===== config.mk =====
export PLATFORM = sky130hd
export DESIGN_NAME = alu_writeback
export DESIGN_NICKNAME = d
export VERILOG_FILES = /design/src/rtl/alu_writeback.sv
export SDC_FILE = /design/constraint.sdc
export NUM_CORES = 1
export LEC_CHECK = 0
export CAP_MARGIN = 20
export CORE_UTILIZATION = 49
export CTS_CLUSTER_SIZE = 20
export DETAILED_ROUTE_END_ITERATION = 10
export PLACE_DENSITY_LB_ADDON = 0.2
export SLEW_MARGIN = 25
export SYNTH_ARGS = -nofsm -noshare
export SYNTH_HDL_FRONTEND = slang
export SYNTH_SLANG_ARGS = --single-unit
export TNS_END_PERCENT = 10

===== constraint.sdc =====
create_clock -name clk -period 3.2 [get_ports clk]
set_input_delay 0.48 -clock clk [delete_from_list [all_inputs] [get_ports clk]]
set_output_delay 0.48 -clock clk [all_outputs]
set_load 0.005 [all_outputs]

===== src/rtl/alu_writeback.sv =====
// rtl/alu_writeback.sv - ALU result writeback sequencer: up to three register-file writes per op plus flag register.
module alu_writeback #(
  parameter int N     = 16,
  parameter int RADDR = 4
) (
  input  logic             clk,
  input  logic             rst_n,
  input  logic             in_valid,
  output logic             in_ready,
  input  logic [N-1:0]     y,
  input  logic [N-1:0]     yhigh,
  input  logic [N-1:0]     out_to_a,
  input  logic             co,
  input  logic             zero,
  input  logic             overflow,
  input  logic             negative,
  input  logic             use32bit,
  input  logic             a_wr_en,
  input  logic             flags_we,
  input  logic [RADDR-1:0] dest,
  output logic             rf_we,
  output logic [RADDR-1:0] rf_addr,
  output logic [N-1:0]     rf_data,
  input  logic             rf_ready,
  output logic [3:0]       flags,
  output logic             op_done
);

  typedef enum logic [1:0] {
    IDLE  = 2'd0,
    WR_LO = 2'd1,
    WR_HI = 2'd2,
    WR_A  = 2'd3
  } state_t;

  state_t           state, state_n;
  logic [N-1:0]     y_q, yhigh_q, a_q;
  logic             use32_q, awr_q;
  logic [RADDR-1:0] dest_q;
  logic             accept;

  assign accept = in_valid & in_ready;

  always_ff @(posedge clk) begin
    if (!rst_n) begin
      state   <= IDLE;
      y_q     <= '0;
      yhigh_q <= '0;
      a_q     <= '0;
      use32_q <= 1'b0;
      awr_q   <= 1'b0;
      dest_q  <= '0;
      flags   <= 4'b0000;
    end else begin
      state <= state_n;
      if (accept) begin
        y_q     <= y;
        yhigh_q <= yhigh;
        a_q     <= out_to_a;
        use32_q <= use32bit;
        awr_q   <= a_wr_en;
        dest_q  <= dest;
        if (flags_we)
          flags <= {co, zero, overflow, negative};
      end
    end
  end

  // Write states only advance when the register file takes the write.
  always_comb begin
    state_n  = state;
    in_ready = 1'b0;
    rf_we    = 1'b0;
    rf_addr  = '0;
    rf_data  = '0;
    case (state)
      IDLE: begin
        in_ready = 1'b1;
        if (in_valid)
          state_n = WR_LO;
      end
      WR_LO: begin
        rf_we   = 1'b1;
        rf_addr = dest_q;
        rf_data = y_q;
        if (rf_ready) begin
          if (use32_q)
            state_n = WR_HI;
          else if (awr_q)
            state_n = WR_A;
          else
            state_n = IDLE;
        end
      end
      WR_HI: begin
        rf_we   = 1'b1;
        rf_addr = dest_q + RADDR'(1);
        rf_data = yhigh_q;
        if (rf_ready)
          state_n = awr_q ? WR_A : IDLE;
      end
      WR_A: begin
        rf_we   = 1'b1;
        rf_addr = '0;
        rf_data = a_q;
        if (rf_ready)
          state_n = IDLE;
      end
      default: state_n = IDLE;
    endcase
  end

  assign op_done = rf_we & rf_ready & (state_n == IDLE);

endmodule


* After elaboration in Yosys (flattened, before gate mapping) *
Index checks and enable logic that the tools add are counted.

cells by class
  $add $sub $neg = 1
  eq/ne operators = 3
  multiplexer cells = 11
  bitwise logic cells = 3
  reduce and logical (&&, ||, !) cells = 4

operator list
  cell                                           count
  one-hot mux 16 bit (3 select lines)            1
  2-to-1 mux 2 bit                               6
  one-hot mux 2 bit (4 select lines)             1
  one-hot mux 4 bit (2 select lines)             1
  adder 4 x 1 -> 4 bit, second input constant    1
  == test 2 bit, second input constant           2
  logical NOT 2 bit                              2
  bitwise AND 1 bit                              3
  OR reduction 3 bit                             1
  == test 2 x 1 -> 1 bit, second input constant  1
  2-to-1 mux 1 bit                               2
  AND reduction 2 bit                            1

word-level totals
  register bits = 60
  bits of input ports = 63

* Logic depth before layout (Yosys ltp) *
Gate-level depths: netlist of the first run.

  depth after elaboration = 6
  depth in mapped cells = 8
  depth with buffers taken out = 6

* Least setup slack after synthesis of the first run *
Ideal clock, no wire load.

  path type = reg2out
  start point = reg state[0]
  end point = out op_done
  data arrival time = 1.413 ns
  setup slack = 1.307 ns
  cell stages (with the launch flop) = 8
  cell sequence = dfxtp_1 inv_1 ha_1 buf_6 inv_1 nor3_1 a31oi_1 nor4bb_1

between the ends
  cells in the longest elaborated chain, start to end = 5

ends and longest elaborated chain
  what                                                            line  text
  start: declaration                                              36    state_t state, state_n;
  start signal: assignment                                        55    state <= state_n;
  == test 2 bit / == test 2 x 1 -> 1 bit (equally long branches)  76    case (state)
  OR reduction 3 bit (no source line) *                           --
  2-to-1 mux 1 bit *                                              76
  named net rf_we                                                 21    output logic rf_we,
  bitwise AND 1 bit * (2 in a row)                                113   assign op_done = rf_we & rf_ready & (state_n == IDLE);
  end: declaration                                                26    output logic op_done

The timed path passes the listed nets; every way through them passes the cells marked *.

* Worst setup path after layout of the first run *
  start point = reg state[1]
  end point = out op_done

between the ends
  cells in the longest elaborated chain, start to end = 5

ends and longest elaborated chain
  what                                                            line
  == test 2 bit / == test 2 x 1 -> 1 bit (equally long branches)  76
  OR reduction 3 bit (no source line)                             --
  2-to-1 mux 1 bit                                                76
  bitwise AND 1 bit                                               113
  bitwise AND 1 bit *                                             113

Mark *: on every way between the ends. The rest lies on a longest branch, timed or not.

==> metrics.txt, run 1 <==
# TYPE chip_impl_metric gauge
chip_impl_metric{name="worst_skew_pair.late_latency",unit="ps"} 330
chip_impl_metric{name="synth_warnings",unit=""} 0
chip_impl_metric{name="tightestPinTransition",unit="ps"} 736
chip_impl_info{name="rsz0062_at_grt",value="no"} 1
chip_impl_info{name="worstHoldPathType",value="flop to flop"} 1
chip_impl_metric{name="dp_hpwl",unit="um"} 4610
chip_impl_metric{name="r2r_cells",unit=""} 6
chip_impl_metric{name="power.density",unit="nW/um2"} 485
chip_impl_metric{name="vias_per_cell",unit=""} 5.42
chip_impl_metric{name="cp_max_fo",unit=""} 15
chip_impl_metric{name="die_width",unit="um"} 77.0
chip_impl_metric{name="detail_route.first_pass.iterations",unit=""} 6
chip_impl_metric{name="finish_stage_setup_viols",unit=""} 0
chip_impl_metric{name="cts_inserted_buffers",unit=""} 9
chip_impl_metric{name="synth_seq_cells",unit=""} 60
chip_impl_metric{name="drc",unit=""} 0
chip_impl_metric{name="cts_buffer_depth",unit=""} 2
chip_impl_metric{name="core",unit="um2"} 5270
chip_impl_metric{name="detail_route.wl_per_cell",unit="um"} 14.7
chip_impl_metric{name="nets",unit=""} 485
chip_impl_metric{name="hold_viol_final",unit=""} 0
chip_impl_metric{name="post-route-worst-setup-slack",unit="ps"} 301
chip_impl_metric{name="num-fill-cells",unit=""} 424
chip_impl_metric{name="syn_area_per_cell",unit="um2"} 8.17
chip_impl_metric{name="syn_nets",unit=""} 406
chip_impl_info{name="outcome",value="completed"} 1
chip_impl_info{name="critical_path.startpoint",value="state[1]"} 1
chip_impl_metric{name="grt-ovfl-total",unit=""} 0
chip_impl_metric{name="htreeDepth",unit=""} 3
chip_impl_info{name="critical_path.top_delay_family",value="buffers and inverters"} 1
chip_impl_metric{name="finalCriticalPeriod",unit="ps"} 2900
chip_impl_metric{name="floorplan.initialDensity",unit=""} 0.523
chip_impl_metric{name="drive_above_1_share",unit=""} 0.0641
chip_impl_info{name="critical_path.reg2reg.startpoint",value="state[0]"} 1
chip_impl_metric{name="route.final.wire_length",unit="um"} 7220
chip_impl_metric{name="layout-area-overhead-vs-synth",unit="%"} 40.8
chip_impl_metric{name="clk_transition_reported_paths",unit="ps"} 70
chip_impl_metric{name="post_synthesis_cell_type_count",unit=""} 28
chip_impl_metric{name="power.leakage",unit="nW"} 1.42
chip_impl_metric{name="std_cell_rows",unit=""} 26
chip_impl_metric{name="synth.yosys.seq_area_share",unit=""} 0.436
chip_impl_metric{name="critical_path_buf_inv_count",unit=""} 2
chip_impl_info{name="critical_path.reg2reg.endpoint",value="a_q[13]"} 1
chip_impl_metric{name="maxCapViolCount",unit=""} 0
chip_impl_metric{name="reg2reg_setup_slack",unit="ps"} 1170
chip_impl_metric{name="gpl.final_weighted_congestion",unit=""} 0.821
chip_impl_metric{name="critical-path-max-stage-delay",unit="ps"} 540
chip_impl_metric{name="timing.hold.worst_path_depth",unit=""} 2
chip_impl_info{name="crit_path_cell_trace",value="inv_1 > ha_2 > a21oi_1 > a21oi_1 > a31oi_1 > nor4bb_1 > clkdlybuf4s50_1"} 1
chip_impl_metric{name="cp.depth",unit=""} 7
chip_impl_metric{name="clock.fmax",unit="MHz"} 345
chip_impl_metric{name="number_of_antenna_violations_at_the_first_check_in_global_routing",unit=""} 0
chip_impl_info{name="cts_tree",value="yes"} 1
chip_impl_info{name="kind_of_launch_point_of_the_worst_setup_path",value="flop"} 1
chip_impl_metric{name="worstPathArrival",unit="ps"} 2420
chip_impl_metric{name="fin_crit_sh",unit=""} 0.906
chip_impl_metric{name="required",unit="ps"} 2720
chip_impl_metric{name="relSlewSlack",unit=""} 0.509
chip_impl_metric{name="design.portCount",unit=""} 90
chip_impl_metric{name="syn-cell-area",unit="um2"} 2750
chip_impl_metric{name="grt_start_max_net_pins",unit=""} 61
chip_impl_metric{name="postCtsHoldBufs",unit=""} 0
chip_impl_metric{name="maxSlewViolCount",unit=""} 0
chip_impl_metric{name="area_used_by_sequential_logic_in_the_layout",unit="um2"} 1200
chip_impl_metric{name="fin_worst_skew",unit="ps"} 3.89
chip_impl_metric{name="num_vias",unit=""} 2662
chip_impl_info{name="critical_path.endpoint",value="op_done"} 1
chip_impl_info{name="timing_worst_setup_path_type",value="flop to primary output"} 1
chip_impl_metric{name="design.die.area",unit="um2"} 5920
chip_impl_info{name="crit_path_top_delay_cell",value="sky130_fd_sc_hd__clkdlybuf4s50_1"} 1
chip_impl_info{name="timing.critical_path.mode_cell",value="sky130_fd_sc_hd__a21oi_1"} 1
chip_impl_metric{name="antenna_cells",unit=""} 0
chip_impl_metric{name="setup_total_negative_slack",unit="ps"} 0
chip_impl_metric{name="drtIter0Drc",unit=""} 232
chip_impl_metric{name="placement.setup.worst_slack",unit="ps"} 489
chip_impl_metric{name="die_height",unit="um"} 77.0
chip_impl_metric{name="grt_first_pass_wirelength",unit="um"} 11800
chip_impl_metric{name="drtAntennaViolNets",unit=""} 0
chip_impl_metric{name="multi_input_area",unit="um2"} 1390
chip_impl_metric{name="netlist_instances",unit=""} 337
chip_impl_metric{name="ir_worst_vdd",unit="uV"} 346
chip_impl_metric{name="first_global_vias",unit=""} 2480
chip_impl_metric{name="groute.usage.overall",unit=""} 0.256
chip_impl_info{name="clk_root_buffer_cell",value="sky130_fd_sc_hd__clkbuf_8"} 1
chip_impl_metric{name="io_buffers",unit=""} 89
chip_impl_info{name="critical_path.endpoint_type",value="primary output"} 1
chip_impl_metric{name="clock_sinks",unit=""} 60
-- layout make-up --
type | instances | area share
timing repair buffer | 95 | 0.245
inverter | 3 | 0.00290
sequential | 60 | 0.310
multi-input combinational | 247 | 0.359
tap | 70 | 0.0226
clock inverter | 4 | 0.0181
clock buffer | 12 | 0.0426
-- routing by layer --
layer	GRT usage	vias up	wire, um
met5	0	-	0
met4	0.115	0	100
met3	0.0536	8	538
met2	0.419	119	3540
met1	0.321	1232	3030
li1	-	1303	-
-- worst reg2reg max path, delay by kind of cell (launching register included) --
family / cells / cell delay (ps)
AOI/OAI and AO/OA: 1 / 210
adders and majority gates: 1 / 250
buffers and inverters: 2 / 510
DFF: 1 / 420
and+or+nand+nor: 2 / 560
-- what timing repair did --
| action | CTS | global route |
|---|---|---|
| resized for setup | 0 | 2 |
| setup endpoints to repair | 0 | 1 |
| buffers inserted | 0 | 0 |
-- logic make-up after synthesis --
group | share of synthesized area
buf+inv | 0.0609
flops | 0.436
fa+ha+maj | 0.0273
simple gates | 0.230
mux | 0.00727
compound gates | 0.238
-- cells in the final DEF (no fill, tap or decap), drive strengths merged, types with 2 or more instances in the layout --
master and count:
clkdlybuf4s50 89, nor2 20, ha 6, buf 6, a222oi 16, nor3b 2, nand2 116, dfxtp 60
nand3 5, o21ai 3, and2 2, nor3 2, mux2i 2, a21boi 58, a21oi 3, clkbuf 12
nor2b 4, bufinv 2, inv 3, clkinv 2
-- Yosys cell counts --
cell                       number  share of area
sky130_fd_sc_hd__nand2_1      116           0.16
sky130_fd_sc_hd__dfxtp_1       60           0.44
sky130_fd_sc_hd__a21boi_0      44           0.12
sky130_fd_sc_hd__nor2_1        20          0.027
sky130_fd_sc_hd__a222oi_1      16          0.058
sky130_fd_sc_hd__a21boi_1      14          0.038
sky130_fd_sc_hd__buf_2         11          0.020
sky130_fd_sc_hd__clkbuf_1       9          0.012
sky130_fd_sc_hd__ha_1           6          0.027
sky130_fd_sc_hd__nand3_1        5         0.0091
sky130_fd_sc_hd__buf_6          4          0.016
sky130_fd_sc_hd__nor2b_1        4         0.0091
sky130_fd_sc_hd__a21oi_1        3         0.0055
sky130_fd_sc_hd__buf_4          3         0.0082
sky130_fd_sc_hd__inv_1          3         0.0041
sky130_fd_sc_hd__o21ai_0        3         0.0055
sky130_fd_sc_hd__and2_1         2         0.0045
sky130_fd_sc_hd__mux2i_1        2         0.0073
sky130_fd_sc_hd__nor3_1         2         0.0036
sky130_fd_sc_hd__nor3b_1        2         0.0055
sky130_fd_sc_hd__a22oi_1        1         0.0027
sky130_fd_sc_hd__a31oi_1        1         0.0023
sky130_fd_sc_hd__a41oi_1        1         0.0032
sky130_fd_sc_hd__and2b_1        1         0.0027
sky130_fd_sc_hd__nand2b_1       1         0.0023
sky130_fd_sc_hd__nor4_2         1         0.0045
sky130_fd_sc_hd__nor4bb_1       1         0.0036
sky130_fd_sc_hd__o21a_1         1         0.0027
-- report_power, final --
group	leakage [nW]	internal [mW]	switching (mW)
clock	0.122	0.500	0.291
combinational	0.805	0.142	0.126
sequential	0.493	0.795	0.0293
total	1.42	1.44	0.446
-- through the flow --
step                      instances  instance area (um2)  hold slack, ps  power (mW)   util
after detailed placement        475                 3640             446        1.10  0.690
after floorplan                 337                 2750             435       0.974      -
after global routing            491                 3880             476        1.95  0.736
final                           491                 3880             452        1.88  0.736
after CTS                       491                 3870             455        1.89  0.735
after global placement          475                 3640             443        1.09  0.690
-- worst min path at each step --
stage          slack (ps)         end  startpoint
5_1_grt               480  yhigh_q[1]  yhigh_q[1]
2_1_floorplan         430  yhigh_q[0]  yhigh_q[0]
3_3_place_gp          440    flags[0]    flags[0]
4_1_cts               460    flags[3]    flags[3]
3_5_place_dp          450  yhigh_q[1]  yhigh_q[1]
6_report              450  yhigh_q[1]  yhigh_q[1]
-- state kept, by name (all words and copies together), names as in the netlist --
register / flops
a_q: 16
y_q: 16
yhigh_q: 16
dest_q: 4
flags: 4
state: 2
awr_q: 1
use32_q: 1
(Power assumes the default switching activity.)
==> run 2: changes to the inputs <==
CTS_CLUSTER_SIZE = 14   (was 20)
==> results of run 2 <==
No change in the layout: final DEF, timing and power equal those of run 1.
==> run 3: changes to the inputs <==
CORE_UTILIZATION = 40   (was 49)
==> metrics.txt, run 3 (synthesis gave the netlist of run 1 again) <==
# TYPE chip_impl_metric gauge
chip_impl_info{name="rsz0062_at_grt",value="no"} 1
chip_impl_metric{name="post-route-worst-setup-slack",unit="ps"} 220
chip_impl_metric{name="finish_stage_setup_viols",unit=""} 0
chip_impl_metric{name="relSlewSlack",unit=""} 0.442
chip_impl_info{name="violated_checks",value="DRC"} 1
chip_impl_metric{name="vias_per_cell",unit=""} 5.22
chip_impl_metric{name="route.final.wire_length",unit="um"} 6950
chip_impl_metric{name="drc",unit=""} 4
chip_impl_metric{name="nets",unit=""} 485
chip_impl_info{name="cts_tree",value="yes"} 1
chip_impl_metric{name="hold_viol_final",unit=""} 0
chip_impl_metric{name="postCtsHoldBufs",unit=""} 0
chip_impl_metric{name="critical-path-max-stage-delay",unit="ps"} 560
chip_impl_metric{name="grt_first_pass_wirelength",unit="um"} 11500
chip_impl_info{name="kind_of_launch_point_of_the_worst_setup_path",value="flop"} 1
chip_impl_metric{name="groute.usage.overall",unit=""} 0.203
chip_impl_metric{name="final-instance-count-excl-fill",unit=""} 496
chip_impl_metric{name="required",unit="ps"} 2720
chip_impl_metric{name="die_height",unit="um"} 85.0
chip_impl_metric{name="io_buffers",unit=""} 89
chip_impl_metric{name="clock.fmax",unit="MHz"} 336
chip_impl_metric{name="clock_sinks",unit=""} 60
chip_impl_metric{name="worstPathArrival",unit="ps"} 2500
chip_impl_metric{name="placement.setup.worst_slack",unit="ps"} 456
chip_impl_info{name="worstHoldPathType",value="flop to flop"} 1
chip_impl_metric{name="grt-ovfl-total",unit=""} 0
chip_impl_metric{name="die_width",unit="um"} 85.0
chip_impl_metric{name="fin_crit_sh",unit=""} 0.931
chip_impl_metric{name="drtIter0Drc",unit=""} 199
chip_impl_metric{name="first_global_vias",unit=""} 2533
chip_impl_metric{name="cts_buffer_depth",unit=""} 2
chip_impl_metric{name="htreeDepth",unit=""} 3
chip_impl_metric{name="number_of_antenna_violations_at_the_first_check_in_global_routing",unit=""} 0
chip_impl_metric{name="design.die.area",unit="um2"} 7220
chip_impl_metric{name="cp_max_fo",unit=""} 18
chip_impl_metric{name="power.density",unit="nW/um2"} 437
chip_impl_metric{name="finalCriticalPeriod",unit="ps"} 2980
chip_impl_metric{name="num-fill-cells",unit=""} 603
chip_impl_info{name="clk_root_buffer_cell",value="sky130_fd_sc_hd__clkbuf_8"} 1
chip_impl_metric{name="grt_start_max_net_pins",unit=""} 61
chip_impl_metric{name="floorplan.initialDensity",unit=""} 0.424
chip_impl_metric{name="setup_total_negative_slack",unit="ps"} 0
chip_impl_metric{name="detail_route.first_pass.iterations",unit=""} 11
chip_impl_metric{name="maxCapViolCount",unit=""} 0
chip_impl_metric{name="post-place-cells",unit=""} 482
chip_impl_metric{name="layout-area-overhead-vs-synth",unit="%"} 37.6
chip_impl_metric{name="antenna_cells",unit=""} 0
chip_impl_metric{name="clk_transition_reported_paths",unit="ps"} 70
chip_impl_info{name="critical_path.endpoint_type",value="primary output"} 1
chip_impl_info{name="mostFrequentLayoutCell",value="sky130_fd_sc_hd__nand2_1"} 1
chip_impl_metric{name="power.leakage",unit="nW"} 1.38
chip_impl_metric{name="cts_inserted_buffers",unit=""} 9
chip_impl_info{name="layout_common_cells",value="sky130_fd_sc_hd__nand2_1 (115), sky130_fd_sc_hd__clkdlybuf4s50_1 (88), sky130_fd_sc_hd__dfxtp_1 (60), sky130_fd_sc_hd__a21boi_0 (44), sky130_fd_sc_hd__nor2_1 (20)"} 1
chip_impl_metric{name="cts_setup_buffers",unit=""} 0
chip_impl_metric{name="dp_hpwl",unit="um"} 4620
chip_impl_info{name="timing_worst_setup_path_type",value="flop to primary output"} 1
chip_impl_metric{name="gpl.final_weighted_congestion",unit=""} 0.781
chip_impl_metric{name="tightestPinTransition",unit="ps"} 837
chip_impl_metric{name="num_vias",unit=""} 2590
chip_impl_metric{name="detail_route.wl_per_cell",unit="um"} 14.0
chip_impl_metric{name="core",unit="um2"} 6490
chip_impl_metric{name="ir_worst_vdd",unit="uV"} 271
chip_impl_metric{name="design.portCount",unit=""} 90
chip_impl_metric{name="drtAntennaViolNets",unit=""} 0
chip_impl_info{name="crit_path_cell_trace",value="ha_1 > nand2_1 > o21ai_0 > a31oi_1 > nor4bb_1 > clkdlybuf4s50_1"} 1
chip_impl_metric{name="maxSlewViolCount",unit=""} 0
chip_impl_metric{name="fin_worst_skew",unit="ps"} 5.86
chip_impl_metric{name="std_cell_rows",unit=""} 29
chip_impl_info{name="outcome",value="complete, but fails checks"} 1
chip_impl_info{name="layout_top_registers",value="a_q (16), y_q (16), yhigh_q (16)"} 1
chip_impl_metric{name="worst_skew_pair.late_latency",unit="ps"} 330
chip_impl_info{name="crit_path_top_delay_cell",value="sky130_fd_sc_hd__clkdlybuf4s50_1"} 1
chip_impl_metric{name="drive_above_1_share",unit=""} 0.0597
==> run 3: through the flow <==
| step | hold slack (ps) | instance area [um2] | power (mW) | util |
|---|---|---|---|---|
| final | 454 | 3790 | 1.66 | 0.584 |
| after global routing | 471 | 3790 | 1.74 | 0.584 |
| after CTS | 453 | 3780 | 1.67 | 0.583 |
| after detailed placement | 446 | 3630 | 1.10 | 0.559 |
| after global placement | 442 | 3630 | 1.10 | 0.559 |
| after floorplan | 435 | 2750 | 0.974 | - |
==> run 3: path summary, 6_finish.rpt <==
kind	from	endpoint	slack, ps	cells after the start
setup / recovery	state[0]	op_done	220	6
hold / removal	flags[1]	flags[1]	450	2
setup reg to reg	state[0]	y_q[6]	1300	6
hold reg to reg	flags[1]	flags[1]	450	2
==> run 3: report_power, final <==
| group | leakage (nW) | total (mW) | internal, mW | switching, mW |
|---|---|---|---|---|
| combinational | 0.801 | 0.261 | 0.139 | 0.122 |
| clock | 0.0848 | 0.572 | 0.290 | 0.283 |
| sequential | 0.493 | 0.822 | 0.795 | 0.0277 |
==> run 3: layer usage <==
| metal | up-vias | wire length (um) | global-route usage |
|---|---|---|---|
| met3 | 4 | 470 | 0.0642 |
| met4 | 0 | 19 | 0.0586 |
| met1 | 1188 | 3180 | 0.257 |
| li1 | 1303 | - | - |
| met5 | - | 0 | 0 |
| met2 | 95 | 3280 | 0.331 |
==> run 3: what timing repair did <==
action                                 in CTS  in global routing
setup endpoints to repair                   0                  1
gates resized for setup                     0                  2
endpoints found under the hold margin       0                  0
==> run 3: worst max-delay path, delay by kind of cell, from the launching register on <==
| family | cells | cell delay, ps |
|---|---|---|
| flip-flops | 1 | 360 |
| AND/OR/NAND/NOR | 2 | 470 |
| adder cells (fa/ha/maj) | 1 | 480 |
| AO/OA/AOI/OAI | 2 | 300 |
| buffers and inverters | 1 | 560 |
==> run 3: layout make-up <==
class | instances | area [um2] | area share
Tap cell | 77 | 96.3 | 0.0254
Clock inverter | 3 | 15.0 | 0.00396
Multi-Input combinational cell | 247 | 1390 | 0.368
Timing Repair Buffer | 95 | 931 | 0.246
Inverter | 3 | 11.3 | 0.00297
Sequential cell | 60 | 1200 | 0.317
Clock buffer | 11 | 141 | 0.0373
